File: src/rtl/ov5640_pkg.sv
// rtl/ov5640_pkg.sv - shared state encoding and ROM entry layout for OV5640 init
package ov5640_pkg;

    typedef enum logic [3:0] {
        ST_IDLE,
        ST_PWR_WAIT,
        ST_RST_WAIT,
        ST_FETCH,
        ST_LATCH,
        ST_WRITE,
        ST_DELAY,
        ST_DONE,
        ST_ERROR
    } init_state_t;

    localparam logic [15:0] SOFT_RESET_REG = 16'h3008;
    localparam int          REG_ADDR_MSB   = 23;
    localparam int          REG_DATA_MSB   = 7;

    // A sensor soft reset needs settle time before the next register write.
    function automatic logic is_soft_reset(input logic [15:0] addr, input logic [7:0] data);
        return (addr == SOFT_RESET_REG) && data[7];
    endfunction

endpackage

File: src/rtl/ov5640_init_delay_cnt.sv
// rtl/ov5640_init_delay_cnt.sv - 24-bit wait counter with terminal flag, zero limit acts as one
module ov5640_init_delay_cnt (
    input  logic        clk,
    input  logic        rst_n,
    input  logic        en,
    input  logic [23:0] limit,
    output logic        tc
);

    logic [23:0] cnt;
    logic [23:0] last;

    assign last = (limit == 24'd0) ? 24'd0 : limit - 24'd1;
    assign tc   = en && (cnt == last);

    // Idle or terminal count clears, so every delay state starts from zero.
    always_ff @(posedge clk or negedge rst_n) begin
        if (!rst_n) begin
            cnt <= 24'd0;
        end else if (!en || tc) begin
            cnt <= 24'd0;
        end else begin
            cnt <= cnt + 24'd1;
        end
    end

endmodule

File: src/rtl/ov5640_init_sequencer.sv
// rtl/ov5640_init_sequencer.sv - OV5640 power-up and ROM-driven SCCB init; OV5640_INIT_RETRY_EN enables NACK retry
module ov5640_init_sequencer
    import ov5640_pkg::*;
#(
    parameter int          ADDR_WIDTH     = 8,
    parameter int          INIT_REG_NUM   = 250,
    parameter logic [23:0] PWDN_DELAY     = 24'd120000,
    parameter logic [23:0] RST_DELAY      = 24'd600000,
    parameter logic [23:0] SOFT_RST_DELAY = 24'd300000
`ifdef OV5640_INIT_RETRY_EN
    ,
    parameter int          MAX_RETRY      = 3
`endif
) (
    input  logic                  clk,
    input  logic                  rst_n,
    input  logic                  start,
    output logic [ADDR_WIDTH-1:0] rom_addr,
    input  logic [23:0]           rom_q,
    output logic                  wr_req,
    output logic [15:0]           wr_reg_addr,
    output logic [7:0]            wr_data,
    input  logic                  wr_done,
    input  logic                  wr_nack,
    output logic                  cam_pwdn,
    output logic                  cam_rst_n,
    output logic                  init_busy,
    output logic                  init_done,
    output logic                  init_error
);

    localparam logic [ADDR_WIDTH-1:0] LAST_ADDR = ADDR_WIDTH'(INIT_REG_NUM - 1);

    init_state_t state;
    logic        dly_en;
    logic [23:0] dly_limit;
    logic        dly_tc;
    logic        last_entry;
`ifdef OV5640_INIT_RETRY_EN
    logic [1:0]  retry_cnt;
`endif

    assign last_entry = (rom_addr == LAST_ADDR);

    always_comb begin
        dly_en    = 1'b0;
        dly_limit = PWDN_DELAY;
        case (state)
            ST_PWR_WAIT: begin dly_en = 1'b1; dly_limit = PWDN_DELAY;     end
            ST_RST_WAIT: begin dly_en = 1'b1; dly_limit = RST_DELAY;      end
            ST_DELAY:    begin dly_en = 1'b1; dly_limit = SOFT_RST_DELAY; end
            default:     ;
        endcase
    end

    ov5640_init_delay_cnt u_delay_cnt (
        .clk   (clk),
        .rst_n (rst_n),
        .en    (dly_en),
        .limit (dly_limit),
        .tc    (dly_tc)
    );

    always_ff @(posedge clk or negedge rst_n) begin
        if (!rst_n) begin
            state       <= ST_IDLE;
            rom_addr    <= '0;
            wr_req      <= 1'b0;
            wr_reg_addr <= 16'h0;
            wr_data     <= 8'h0;
            cam_pwdn    <= 1'b1;
            cam_rst_n   <= 1'b0;
            init_busy   <= 1'b0;
            init_done   <= 1'b0;
            init_error  <= 1'b0;
`ifdef OV5640_INIT_RETRY_EN
            retry_cnt   <= 2'd0;
`endif
        end else begin
            case (state)
                ST_IDLE, ST_DONE, ST_ERROR: begin
                    if (start) begin
                        init_done  <= 1'b0;
                        init_error <= 1'b0;
                        init_busy  <= 1'b1;
                        cam_pwdn   <= 1'b0;
                        cam_rst_n  <= 1'b0;
                        state      <= ST_PWR_WAIT;
                    end
                end
                ST_PWR_WAIT: begin
                    if (dly_tc) begin
                        cam_rst_n <= 1'b1;
                        state     <= ST_RST_WAIT;
                    end
                end
                ST_RST_WAIT: begin
                    if (dly_tc) begin
                        rom_addr <= '0;
                        state    <= ST_FETCH;
                    end
                end
                ST_FETCH: begin
`ifdef OV5640_INIT_RETRY_EN
                    retry_cnt <= 2'd0;
`endif
                    state <= ST_LATCH;
                end
                ST_LATCH: begin
                    wr_reg_addr <= rom_q[REG_ADDR_MSB:REG_DATA_MSB+1];
                    wr_data     <= rom_q[REG_DATA_MSB:0];
                    wr_req      <= 1'b1;
                    state       <= ST_WRITE;
                end
                ST_WRITE: begin
                    if (wr_done) begin
                        wr_req <= 1'b0;
                        if (!wr_nack) begin
                            if (is_soft_reset(wr_reg_addr, wr_data)) begin
                                state <= ST_DELAY;
                            end else if (last_entry) begin
                                init_done <= 1'b1;
                                init_busy <= 1'b0;
                                state     <= ST_DONE;
                            end else begin
                                rom_addr <= rom_addr + 1'b1;
                                state    <= ST_FETCH;
                            end
`ifdef OV5640_INIT_RETRY_EN
                        end else if (retry_cnt != 2'(MAX_RETRY)) begin
                            // rom_addr is unchanged, so LATCH re-reads the same entry.
                            retry_cnt <= retry_cnt + 2'd1;
                            state     <= ST_LATCH;
`endif
                        end else begin
                            init_error <= 1'b1;
                            init_busy  <= 1'b0;
                            state      <= ST_ERROR;
                        end
                    end
                end
                ST_DELAY: begin
                    if (dly_tc) begin
                        if (last_entry) begin
                            init_done <= 1'b1;
                            init_busy <= 1'b0;
                            state     <= ST_DONE;
                        end else begin
                            rom_addr <= rom_addr + 1'b1;
                            state    <= ST_FETCH;
                        end
                    end
                end
                default: state <= ST_IDLE;
            endcase
        end
    end

endmodule

File: config.mk
export PLATFORM = sky130hd
export DESIGN_NAME = ov5640_init_sequencer
export DESIGN_NICKNAME = d
export VERILOG_FILES = /design/src/rtl/ov5640_pkg.sv /design/src/rtl/ov5640_init_delay_cnt.sv /design/src/rtl/ov5640_init_sequencer.sv
export SDC_FILE = /design/constraint.sdc
export NUM_CORES = 1
export LEC_CHECK = 0
export CORE_ASPECT_RATIO = 1.5
export CORE_MARGIN = 2
export CORE_UTILIZATION = 40
export CTS_CLUSTER_SIZE = 24
export DETAILED_ROUTE_END_ITERATION = 10
export SLEW_MARGIN = 20
export SYNTH_ARGS = -nofsm -noshare
export SYNTH_HDL_FRONTEND = slang
export SYNTH_HIERARCHICAL = 1
export SYNTH_SLANG_ARGS = --single-unit
File: constraint.sdc
create_clock -name clk -period 8.25 [get_ports clk]
set_input_delay 1.2375 -clock clk [delete_from_list [all_inputs] [get_ports clk]]
set_output_delay 1.2375 -clock clk [all_outputs]
set_load 0.03 [all_outputs]
==> flow_metrics.env, run 1 <==
export IMPL_ctsHoldBuffers=0
export IMPL_r2r_cells=17
export IMPL_synthArstFlopShare_pct=100.0
export IMPL_initial_core_util_pct=40.80
export IMPL_num_fill_cells=1146
export IMPL_layout_drive_gt1_share_pct=15.96
export IMPL_die_w_um=94.16
export IMPL_num_io_pins=67
export IMPL_rsz0062_at_grt="false"
export IMPL_cts_buffers=9
export IMPL_p_sw_share_pct=20.28
export IMPL_cts_sinks=66
export IMPL_power_switching_uw=170.7
export IMPL_path_common_cell="and2_1"
export IMPL_cts_setup_buffers=0
export IMPL_syn_area_sq_um=4877
export IMPL_ys_seq_area_share_pct=33.89
export IMPL_dieArea_sq_um=13110
export IMPL_period_needed_ns=5.077
export IMPL_grt_overflow_total=0
export IMPL_grt_max_degree=67
export IMPL_end_kind="register"
export IMPL_synthTopCellsByArea="dfrtp_1 (33%), mux2_2 (5.5%), xnor2_1 (4.7%)"
export IMPL_dp_hpwl_um=10110
export IMPL_cts_root_buf="clkbuf_16"
export IMPL_pwr_share_seq_pct=38.5
export IMPL_crit_end="rom_addr[3]$_DFFE_PN0P_"
export IMPL_pwr_share_comb_pct=5.3
export IMPL_core_sq_um=11960
export IMPL_fin_tns_setup_ns=0
export IMPL_syn_avg_cell_area_sq_um=9.290
export IMPL_path_clk_slew_ns=0.06
export IMPL_worstHoldStart="wr_req$_DFFE_PN0P_"
export IMPL_die_h_um=139.2
export IMPL_status="completed"
export IMPL_rows=49
export IMPL_slowest_delay_ns=0.72
export IMPL_worst_r2r_setup_slack_ns=3.17
export IMPL_startpoint="state[0]$_DFFE_PN0P_"
export IMPL_vdd_drop_max_v=0.0001314
export IMPL_drtIter0Drc=209
export IMPL_crit_required_ns=8.48
export IMPL_wirelength_um=13450
export IMPL_arrival_ns=5.30
export IMPL_clock_skew_ns=0.008578
export IMPL_cts_tree="done"
export IMPL_ant_nets=0
export IMPL_cts_resized=0
export IMPL_critPathLaunchType="register"
export IMPL_cellPowerDensity_nw_per_um2=136.5
export IMPL_grt_antenna_before_repair=0
export IMPL_cp_cell_sequence="and2b_1, nand2_1, inv_1, nor4_1, and2_1, o311a_1, and2_0, o211a_1, nand4_1, nor4_4, buf_4, and2_1, nor3b_1, o21ai_4, o211ai_2, or3_1, o21a_1"
export IMPL_setup_viol=0
export IMPL_yosysWarnings=6
export IMPL_grt_pass1_vias=4444
export IMPL_place_ws_ns=3.213
export IMPL_synthFlopType="dfrtp_1"
export IMPL_power_internal_uw=671.1
export IMPL_final_hold_viol_count=0
export IMPL_p_leak_nw=2.589
export IMPL_nNetsFinal=667
export IMPL_fin_ws_ns=3.173
export IMPL_yosysTopAreaCell="dfrtp_1"
export IMPL_min_path_type="register to register"
export IMPL_period_share_pct=61.54
export IMPL_grt_pass1_wl_um=22520
export IMPL_synth_top_cell_area_share_pct=33.35
export IMPL_clk_latency_ns=0.33
export IMPL_area_delta_synth_final_pct=26.45
export IMPL_tightestPinTransition_ns=0.8482
export IMPL_r2r_end="rom_addr[3]$_DFFE_PN0P_"
export IMPL_via_per_inst=5.460
export IMPL_first_pass_iters=7
export IMPL_cts_max_level=3
export IMPL_track_usage_pct=21.83
export IMPL_clock_path_buffers=2
export IMPL_clock_fmax_ghz=0.1970
export IMPL_r2r_start="state[0]$_DFFE_PN0P_"
export IMPL_p_clk_share_pct=56.2
export IMPL_synth_edf_count=0
export IMPL_slew_headroom_pct=43.46
export IMPL_vias=4324
export IMPL_ys_types=92
export IMPL_cp_max_fo=25
export IMPL_drv_cap=0
export IMPL_portBuffers=66
export IMPL_crit_slowest_cell="dfrtp_1"
export IMPL_maxSlewViolCount=0
export IMPL_path_class="register to register"
export IMPL_synth_ff_latch_count=66
export IMPL_drcViolationCount=0
export IMPL_wl_per_cell_um=16.98
export IMPL_place_congestion=0.9507
export IMPL_synthCells=525
export IMPL_diodes=0
## cell usage after synthesis, types with 6 or more instances
cell and number:
nor2_2 20, nand2_1 49, nor3b_1 8, clkbuf_1 11
and3_1 10, buf_6 6, mux2_2 24, nand4_1 12
and2_1 8, o41ai_1 6, nand3_1 23, o31ai_1 8
nor4_1 9, dfrtp_1 65, o21ai_1 7, a21oi_1 15
xnor2_1 26, a31oi_1 6, o21ai_0 12, nor3_1 14
nor2_1 28, or3_1 7, xor2_1 12, inv_1 18
## registers in the layout, summed over array words and instances (netlist names)
| signal | cells |
|---|---|
| wr_req | 1 |
| init_error | 1 |
| init_done | 1 |
| u_delay_cnt/cnt | 24 |
| wr_reg_addr | 16 |
| cam_pwdn | 1 |
| cam_rst_n | 1 |
| init_busy | 1 |
| state | 4 |
| wr_data | 8 |
| rom_addr | 8 |
## worst min-delay path by stage
stage | endpoint | slack [ns] | cells after the start
4_1_cts | wr_req$_DFFE_PN0P_ | 0.48 | 1
3_3_place_gp | wr_req$_DFFE_PN0P_ | 0.46 | 1
5_1_grt | wr_req$_DFFE_PN0P_ | 0.49 | 1
6_report | wr_req$_DFFE_PN0P_ | 0.48 | 1
3_5_place_dp | wr_req$_DFFE_PN0P_ | 0.47 | 1
2_1_floorplan | cam_pwdn$_DFFE_PN1P_ | 0.55 | 1
## critical path: cells and delay by family (launching register included)
kind                   cells  cell delay (ns)
buffers and inverters      2             0.68
AOI/OAI and AO/OA          5             0.96
DFF                        1             0.72
and+or+nand+nor           10             2.61
## power by group through the flow
stage	registers [mW]	clock network, mW	logic, mW
finish	0.324	0.473	0.0445
floorplan	0.330	0	0.0208
global placement	0.330	0	0.0409
global route	0.324	0.497	0.0501
CTS	0.324	0.483	0.0413
detailed placement	0.330	0	0.0411
## kinds of logic (layout without fill, tap and decap cells)
logic type                 Yosys count  after routing  share of synthesized area, %
and+or+nand+nor                    238            238                         29.45
AOI/OAI and AO/OA                  105            105                         16.91
DFF                                 66             66                         33.89
buffers and inverters               43            104                         4.643
xor gates and xnor gates            40             40                         7.773
muxes                               27             27                         6.157
adders and majority gates            4              4                         1.026
other                                2             55                        0.1540
## layout by cell type, fill, tap and decap left out, types with 5 or more instances in the layout
cell / count
nor2_2: 20
nand3_1: 23
a21oi_1: 15
o31ai_1: 8
inv_1: 18
dfrtp_1: 65
nand2_1: 49
or3_1: 7
nor2b_1: 5
xor2_1: 12
nand4_1: 12
o41ai_1: 6
clkdlybuf4s50_1: 65
nor3b_1: 8
clkbuf_16: 9
o21ai_0: 12
o21ai_1: 7
and3_1: 10
nor3_1: 14
a31oi_1: 6
mux2_2: 24
and4_1: 5
and2_1: 8
conb_1: 55
nor2_1: 28
xnor2_1: 26
nor4_1: 9
## metrics by stage
stage | hold WS (ns) | instance area [sq um] | utilization (%) | total power [mW] | instances
after global routing | 0.4926 | 6167 | 51.59 | 0.8702 | 792
after global placement | 0.4636 | 5787 | 48.40 | 0.3705 | 775
after detailed placement | 0.4666 | 5787 | 48.40 | 0.3708 | 775
after floorplan | 0.5527 | 5076 | - | 0.3506 | 578
after CTS | 0.4808 | 6152 | 51.46 | 0.8479 | 791
final | 0.4758 | 6167 | 51.59 | 0.8418 | 792
## final cells by class
type                    count  area, sq um  share of cell area, %
flip-flops and latches     66         1653                  26.80
repair buffers             70        693.2                  11.24
well taps                 153        191.4                  3.104
clock buffers              10        229.0                  3.713
inverters                  18        67.56                  1.096
clock inverters             6        136.4                  2.211
multi-input cells         469         3197                  51.84
## layer usage
metal	GRT usage, %	vias to the layer above	wire, um
met5	0	-	0
met4	12.20	0	761
met3	4.331	40	500
met2	38.61	126	7054
met1	23.86	2060	5132
li1	-	2098	-
(Power assumes the default switching activity.)
==> run 2, diff against run 1 <==
Clock period 8.25 ns to 4.8 ns, I/O delays scaled along.
==> run 2 against run 1 <==
Sequential share of layout area hardly changed; utilization hardly changed; clock skew is 0.0013 ns lower; sequential cell count stayed put; register-to-register slack worse by 2.4 ns; clock power is 43% higher; critical path type unchanged; critical endpoint unchanged.
==> flow_metrics.env, run 2 (synthesis gave the netlist of run 1 again) <==
export IMPL_fin_ws_ns=0.7471
export IMPL_cts_root_buf="clkbuf_16"
export IMPL_use_met2_pct=37.63
export IMPL_vias=4430
export IMPL_min_path_type="register to register"
export IMPL_cts_setup_buffers=0
export IMPL_grt_overflow_total=0
export IMPL_cts_tree="done"
export IMPL_ant_nets=0
export IMPL_wirelength_um=13640
export IMPL_clock_skew_ns=0.007327
export IMPL_fin_hold_ws_ns=0.4768
export IMPL_grt_util_met1_pct=24.53
export IMPL_drv_cap=0
export IMPL_rows=49
export IMPL_path_class="register to register"
export IMPL_period_share_pct=84.43
export IMPL_critPathLaunchType="register"
export IMPL_dp_hpwl_um=10270
export IMPL_seqCellArea_sq_um=1653
export IMPL_diodes=0
export IMPL_path_buf_inv=2
export IMPL_grt_pass1_vias=4486
export IMPL_die_w_um=94.16
export IMPL_area_delta_synth_final_pct=26.55
export IMPL_fin_tns_setup_ns=0
export IMPL_grt_busiest_layer="met2"
export IMPL_place_congestion=0.9315
export IMPL_slowest_delay_ns=0.41
export IMPL_drtIter0Drc=226
export IMPL_top_regs="u_delay_cnt/cnt (24), wr_reg_addr (16)"
export IMPL_regMostFlops="u_delay_cnt/cnt"
export IMPL_largest_reg_flops=24
export IMPL_end_kind="register"
export IMPL_first_pass_iters=5
export IMPL_drcViolationCount=0
export IMPL_wl_per_cell_um=17.02
export IMPL_clock_path_buffers=2
export IMPL_maxSlewViolCount=0
export IMPL_layout_drive_gt1_share_pct=17.28
export IMPL_setup_viol=0
export IMPL_slew_headroom_pct=43.87
export IMPL_via_per_inst=5.531
export IMPL_rsz0062_at_grt="false"
export IMPL_ctsHoldBuffers=0
export IMPL_tightestPinTransition_ns=0.8420
export IMPL_initial_core_util_pct=40.80
export IMPL_multi_input_area_sq_um=3197
export IMPL_track_usage_pct=21.68
export IMPL_cts_resized=0
export IMPL_final_hold_viol_count=0
export IMPL_cts_sinks=66
export IMPL_clk_latency_ns=0.34
export IMPL_core_sq_um=11960
export IMPL_portBuffers=66
export IMPL_status="completed"
export IMPL_met3_usage_pct=4.548
export IMPL_cellPowerDensity_nw_per_um2=212.3
export IMPL_num_fill_cells=1148
export IMPL_grt_antenna_before_repair=0
export IMPL_dieArea_sq_um=13110
export IMPL_nNetsFinal=676
export IMPL_period_needed_ns=4.053
export IMPL_vdd_drop_max_v=0.0002239
export IMPL_clock_fmax_ghz=0.2467
export IMPL_arrival_ns=4.28
export IMPL_layout_common_cells="dfrtp_1 (65), clkdlybuf4s50_1 (65), conb_1 (55), nand2_1 (49), nor2_1 (28)"
export IMPL_cts_buffers=9
export IMPL_grt_max_degree=39
export IMPL_place_ws_ns=0.7968
export IMPL_die_h_um=139.2
export IMPL_path_clk_slew_ns=0.06
export IMPL_cp_cell_sequence="buf_4, nand2b_4, or3_1, buf_4, nor4_1, and2_1, o311a_1, and2_0, o211a_1, nand4_1, nor4_4, and2_1, nor3b_1, o21ai_4, o211ai_2, or3_1, o21a_1"
export IMPL_cts_max_level=3
export IMPL_crit_required_ns=5.03
export IMPL_num_io_pins=67
export IMPL_cp_max_fo=17
export IMPL_crit_family="simple AND/OR/NAND/NOR gates"
export IMPL_p_leak_nw=2.600
export IMPL_grt_pass1_wl_um=22550
export IMPL_crit_slowest_cell="or3_1"
-- run 2: path summary, 6_finish.rpt --
path / start / end / slack [ns] / cells past startpoint
hold reg to reg: wr_req$_DFFE_PN0P_ / wr_req$_DFFE_PN0P_ / 0.48 / 1
max in group asynchronous: rst_n / cam_pwdn$_DFFE_PN1P_ / 3.36 / 2
setup reg to reg: state[1]$_DFFE_PN0P_ / rom_addr[3]$_DFFE_PN0P_ / 0.75 / 17
hold / removal: wr_req$_DFFE_PN0P_ / wr_req$_DFFE_PN0P_ / 0.48 / 1
min in group asynchronous: rst_n / wr_reg_addr[11]$_DFFE_PN0P_ / 0.49 / 1
setup / recovery: state[1]$_DFFE_PN0P_ / rom_addr[3]$_DFFE_PN0P_ / 0.75 / 17
-- run 2: final cells by class --
| class | instances | share of cell area (%) |
|---|---|---|
| inverter | 18 | 1.095 |
| tap | 153 | 3.102 |
| clock inverter | 7 | 1.257 |
| timing repair buffer | 79 | 12.33 |
| multi-input combinational | 469 | 51.79 |
| sequential | 66 | 26.78 |
| clock buffer | 9 | 3.649 |
-- run 2: metal layers --
metal	up-vias	share of wire, %
met1	2109	38
met2	146	52
met3	50	4.8
met5	-	0
li1	2125	-
met4	0	5.0
-- run 2: power breakdown --
group	total, mW	internal (mW)	switching [mW]
registers	0.556	0.556	0
clock network	0.677	0.406	0.271
logic	0.0766	0.0350	0.0416
-- run 2: worst register-to-register path, delay by kind of cell (launching register included) --
kind            cells  cell delay, ns
flops               1            0.38
simple gates       10            2.19
compound gates      5            0.91
buf+inv             2            0.45
-- run 2: stage by stage --
stage                     power [mW]  std cells  utilization [%]  area, sq um
final                          1.310        801            51.63         6172
after CTS                      1.323        800            51.50         6157
after global placement        0.6368        784            48.97         5854
after floorplan               0.6025        578                -         5076
after global routing           1.363        801            51.63         6172
after detailed placement      0.6377        784            48.97         5854
